===== src/rtl/register_scanner.sv =====
// register_scanner: debug read-out engine that walks a register file through
// one read port and streams (address, value) pairs over a valid/ready link.
// Registers that read as zero can optionally be suppressed.
module register_scanner #(
  parameter int ADDR_W    = 5,
  parameter int DATA_W    = 32,
  parameter int FIRST_REG = 1
) (
  input  logic              clk,
  input  logic              reset,
  input  logic              start,
  input  logic              skip_zero,
  output logic [ADDR_W-1:0] rf_addr,
  input  logic [DATA_W-1:0] rf_data,
  output logic              out_valid,
  input  logic              out_ready,
  output logic [ADDR_W-1:0] out_addr,
  output logic [DATA_W-1:0] out_data,
  output logic              busy,
  output logic              done,
  output logic [ADDR_W:0]   count
);

  localparam logic [ADDR_W-1:0] FIRST_IDX = ADDR_W'(FIRST_REG);

  typedef enum logic [1:0] {IDLE, READ, HOLD, DONE} state_t;

  state_t            state;
  state_t            state_nxt;
  logic [ADDR_W-1:0] idx;
  logic              skz;
  logic              last_idx;
  logic              drop_reg;

  // The last-address test happens before any increment, so idx never wraps
  // back to x0 inside one scan.
  assign last_idx = (idx == {ADDR_W{1'b1}});
  assign drop_reg = skz && (rf_data == '0);

  // State register.
  always_ff @(posedge clk or posedge reset) begin
    if (reset) state <= IDLE;
    else       state <= state_nxt;
  end

  // Next-state decode plus the purely state-derived outputs.
  always_comb begin
    state_nxt = state;
    busy      = 1'b1;
    done      = 1'b0;
    rf_addr   = idx;
    case (state)
      IDLE: begin
        busy    = 1'b0;
        rf_addr = '0;
        if (start) state_nxt = READ;
      end
      READ: begin
        if (drop_reg) begin
          if (last_idx) state_nxt = DONE;
        end else begin
          state_nxt = HOLD;
        end
      end
      HOLD: begin
        if (out_ready) state_nxt = last_idx ? DONE : READ;
      end
      DONE: begin
        done      = 1'b1;
        state_nxt = IDLE;
      end
      default: state_nxt = IDLE;
    endcase
  end

  // Scan index, skip latch, output pair snapshot and accepted-pair counter.
  always_ff @(posedge clk or posedge reset) begin
    if (reset) begin
      idx       <= '0;
      skz       <= 1'b0;
      out_valid <= 1'b0;
      out_addr  <= '0;
      out_data  <= '0;
      count     <= '0;
    end else begin
      case (state)
        IDLE: begin
          if (start) begin
            idx   <= FIRST_IDX;
            skz   <= skip_zero;
            count <= '0;
          end
        end
        READ: begin
          if (drop_reg) begin
            if (!last_idx) idx <= idx + 1'b1;
          end else begin
            // Snapshot the value now; later writes to this register must not
            // disturb the pair that is waiting for the consumer.
            out_addr  <= idx;
            out_data  <= rf_data;
            out_valid <= 1'b1;
          end
        end
        HOLD: begin
          if (out_ready) begin
            count     <= count + 1'b1;
            out_valid <= 1'b0;
            if (!last_idx) idx <= idx + 1'b1;
          end
        end
        default: ;
      endcase
    end
  end

endmodule


===== config.mk =====
export PLATFORM = sky130hd
export DESIGN_NAME = register_scanner
export DESIGN_NICKNAME = d
export VERILOG_FILES = /design/src/rtl/register_scanner.sv
export SDC_FILE = /design/constraint.sdc
export NUM_CORES = 1
export LEC_CHECK = 0
export ABC_AREA = 1
export CELL_PAD_IN_SITES_DETAIL_PLACEMENT = 1
export CELL_PAD_IN_SITES_GLOBAL_PLACEMENT = 1
export CORE_MARGIN = 1.5
export CORE_UTILIZATION = 29
export DETAILED_ROUTE_END_ITERATION = 12
export GPL_TIMING_DRIVEN = 0
export PLACE_DENSITY = 0.86
export SLEW_MARGIN = 20
export SYNTH_ARGS = -nofsm -noshare
export SYNTH_HDL_FRONTEND = slang
export SYNTH_SLANG_ARGS = --single-unit

===== constraint.sdc =====
create_clock -name clk -period 1.7 [get_ports clk]
set_clock_uncertainty 0.1 [all_clocks]
set_input_delay 0.34 -clock clk [delete_from_list [all_inputs] [get_ports clk]]
set_output_delay 0.34 -clock clk [all_outputs]
set_load 0.02 [all_outputs]

# Word level (Yosys, flattened, before mapping)
# Cells that the tools add are included.
# classes
add_sub_neg	2
eq_ne	9
mux	20
bitwise	1
reduce_logical	12
# ops
operator	n
$logic_not A32 Y1	1
$mux W5	5
$pmux W5 S3	1
$mux W6	2
$pmux W6 S2	1
$mux W2	5
$reduce_and A3 Y1	3
$ne A2 B2 Y1 const B	4
$pmux W2 S4	1
$add A6 B1 Y6 const B	1
$add A5 B1 Y5 const B	1
$eq A5 B5 Y1 const B	1
$eq A2 B2 Y1 const B	2
$mux W1	4
$reduce_and A2 Y1	2
$reduce_and A4 Y1	1
$reduce_bool A2 Y1	2
$ne A3 B3 Y1 const B	1
$reduce_bool A3 Y1	1
$eq A2 B1 Y1 const B	1
$logic_not A2 Y1	1
$pmux W1 S2	1
$logic_and A1 B1 Y1	1
$not A1 Y1	1
# word_totals
register_bits	52
inputBits	37
out_inout_bits	51
word_cells	51

# Depth between registers and ports, before layout
# logic_depth
word_depth	4
mapped_depth	11
ltp_nobuf	10

# Least setup slack after synthesis
# No wires, ideal clock.
# synth_timing
path_kind	register to register
start	register state[0]
end	register count[5]
setup_ns	0.119
arrival_ns	1.545
required_time_ns	1.481
path_slack_ns	-0.064
path_stages_with_launch	11
path_buffers	0
synth_period_minus_slack_ns	1.764
path_cell_list	dfrtp_1 inv_1 ha_1 nand2_1 nand2_1 inv_1 o21ai_0 nor3_1 nand3_1 nand2_1 nor2_1
# synth_between
elab_chain_cells	3
word_cells_on_any_way	7
cone_classes	eq/ne: 3; mux: 1; reduce/logical: 3
# synth_rtl
item	line	rtl
from (decl)	28	state_t state;
from (signal assigned)	43	else state <= state_nxt;
$eq A2 B2 Y1 / $logic_not A2 Y1 (equally long branches)	86	case (state)
$ne A2 B2 Y1 (no source line) / $reduce_bool A2 Y1 (equally long branches)	--	
$reduce_and A3 Y1 (no source line)	--	
to (signal assigned)	107	count <= count + 1'b1;
to (decl)	21	output logic [ADDR_W:0] count
# Parallel ways exist; a longest one is shown, timed or not.
# A chain may end at the register's enable or synchronous reset.

# Worst setup path in the final report
# layout_timing
start	register state[0]
end	output port rf_addr[3]
# layout_between
elab_chain_cells	2
# layout_rtl
item	line	rtl
$logic_not A2 Y1	52	case (state)
$mux W5	52	
to (decl)	13	output logic [ADDR_W-1:0] rf_addr,
# No other way between the ends.

==> metrics.cfg <==
[clock_tree]
cts_hold_buf=0
h-tree-depth=2
clock_latency_ps=310
clock-root-buffer=clkbuf_8
clkSlewWorstSetupHoldPaths_ps=100
cts_tree=yes
cts_buffers=5
cts_buffer_depth=2
cts.sinks=52

[detailed_routing]
drtIter0Drc=62
wl_met1_mm=3.653
wirelength_mm=8.607
wl_met2_mm=4.607
route.detailed.drc=0
ant_nets=0
wl_met3_um=277
vias=2564
vias_per_cell=4.739
highest_layer=met4
wire_per_inst_um=15.91
firstDrtPassIters=4

[global_routing]
grt_pass1_vias=2576
grt-ovfl-total=0
grt_max_degree=53
grt_first_pass_wirelength_mm=12.46
antenna_found_initial=0
track_usage=0.1773

[placed_design]
placed_cells=495
routabilityCongestion=0.7801
hpwl_mm=5.558
portBuffers=87

[worst_setup_path]
crit_buf_inv=3
crit_path_start_kind=flop
cp_top_family=flip-flops
cpPeakStageDelay_ps=420
crit_path_end_kind=output pin
worst_ep_arrival_time_ps=1340
crit_chain=inv_2, ha_4, buf_12, nor2_4, buf_6
reg2reg_slack_ps=-60
path_class=flop to output pin
cp_num_cells=5
ff2ff_path_depth=8
crit_path_max_fanout=8
critPathSlowestCell=dfrtp_1
critical_path_required_ps=1260

[pwr]
clockPowerShare=0.113
ir_drop_v=0.0006309
powerDensity_nw_per_um2=1837
power_switching_w=0.003503
comb_power_share=0.611
p_leak_nw=2.245
netSwitchingFraction=0.4525
p_seq_frac=0.276
cell_internal_pwr_w=0.004238

[floorplan]
io_pins=88
dieWidth_um=95.68
fp.dieArea_um2=9155
fp.dieH_um=95.68
core_um2=8258
rows=33
start_util=0.3017

[logic_synthesis]
synth_commonest_cells=nand2_1, dfrtp_1, inv_1
synth_nets=347
yosysMostFrequentCell=nand2_1
ys_types=27
synth-edff-count=0
yosysSeqAreaShare=0.5224
synth-seq-cells=52
ys.warnings.count=0
synth_top_cell_by_area=dfrtp_1
avgSynthCellArea_um2=8.222
syn_inst=303
syn-cell-area_um2=2491
synthFlopType=dfrtp_1
ys_async_sr_fraction=1.000
synth_top_area_frac=0.5224
ys_top_cells_by_area=dfrtp_1, nand2_1, nand3_1

[final_layout]
final_cells=541
area_delta_synth_final_pct=69.11
drive_gt1_frac=0.3188
nNetsFinal=479
n_antenna_cell=0

[sta]
finalCriticalPeriod_ps=1777
setup_tns_ps=-747.2
setup_viol=12
slew_headroom=0.5464
fin_hold_ws_ps=206.1
setup_ws_ps=-77.15
drv_slew=0
max_freq_ghz=0.5627
tightest_slew_ps=680.3
hold_violations=0
timing.final.crit_share=1.045
grt_setup_unrepaired=yes

[worst_hold_path]
holdPathStages=3
min_path_type=primary input to flop

[flow_run]
maxCapViolations=0

[outcome]
violations=negative setup slack
status=complete, but fails checks

==> registers in the layout, indices dropped and copies added, names as in the netlist <==
register   flops
out_valid      1
out_data      32
count          6
idx            5
state          2
out_addr       5
skz            1
==> routing by layer <==
| metal | global-route usage | vias to the layer above |
|---|---|---|
| li1 | - | 1223 |
| met1 | 0.2161 | 1281 |
| met2 | 0.3251 | 51 |
| met3 | 0.03190 | 9 |
| met4 | 0.03309 | 0 |
| met5 | 0 | - |
==> worst paths after layout <==
path,start,endpoint
worst min register to register,out_data[28],out_data[28]
worst max register to register,state[0],idx[4]
worst max-delay path,state[0],rf_addr[3]
worst min-delay path,rf_data[20],out_data[20]
min in group asynchronous,reset,out_data[25]
max in group asynchronous,reset,state[1]
==> per-stage QoR <==
step / total power, W / util / cell area, um^2 / setup slack [ps]
finish: 0.007741 / 0.5102 / 4213 / -77.15
global route: 0.008240 / 0.5102 / 4213 / -170.1
CTS: 0.006958 / 0.4642 / 3834 / -85.00
detailed placement: 0.005838 / 0.4252 / 3511 / -552.2
global placement: 0.005678 / 0.4248 / 3508 / -1043
floorplan: 0.004203 / - / 2506 / 2.125
==> layout make-up <==
class                      count  area, um^2
sequential                    52        1303
multi-input combinational    209        1254
tap                          105       131.4
inverter                      33       133.9
fill                         983        4045
timing repair buffer         124        1164
clock buffer                   6       72.57
buffer                        10       120.1
clock inverter                 2       35.03
==> power groups by stage <==
stage	Combinational (W)	Clock (W)	Sequential (W)
detailed placement	0.00367	0	0.00217
CTS	0.00398	0.000877	0.00210
finish	0.00473	0.000873	0.00214
global route	0.00508	0.000956	0.00220
global placement	0.00354	0	0.00214
floorplan	0.00156	0	0.00264
==> tightest hold or removal path, stage by stage <==
cell and delay [ps]:
dlymetal6s2s_1 130, inv_2 60, o21ai_2 50
==> timing repair <==
item / 4_1_cts / 5_1_grt
endpoints found under the setup margin: 101 / 55
setup buffers: 23 / 11
cloned: 3 / 1
pin swaps: 28 / 29
gates resized for setup: 132 / 94
==> cell usage in the layout (no fill, tap or decap), types with 2 or more instances in the layout <==
cell type and n:
nand2_1 74, dlygate4sd2_1 63, dfrtp_1 51, buf_4 32
nand3_1 23, nand2_2 19, inv_1 18, nor2_1 17
inv_2 12, dlymetal6s2s_1 12, o21ai_0 11, o21ai_2 9
nand2_4 8, o21ai_1 8, nor2_4 7, buf_6 7
nor2_2 6, clkbuf_8 5, clkdlybuf4s50_1 5, nand4_1 4
buf_12 4, a21oi_1 4, buf_8 3, clkbuf_2 3
ha_1 3, nand3_2 2, clkbuf_4 2, inv_4 2
ha_4 2, ha_2 2
==> kinds of logic after synthesis <==
| kind of cell | count (synthesis) | share of synthesized area |
|---|---|---|
| XOR/XNOR | 1 | 0.003516 |
| buffers and inverters | 43 | 0.08136 |
| AO/OA/AOI/OAI | 36 | 0.07434 |
| AND/OR/NAND/NOR | 163 | 0.2788 |
| adder cells (fa/ha/maj) | 7 | 0.03516 |
| multiplexers | 1 | 0.004520 |
| flip-flops | 52 | 0.5224 |
(Power assumes the default switching activity.)
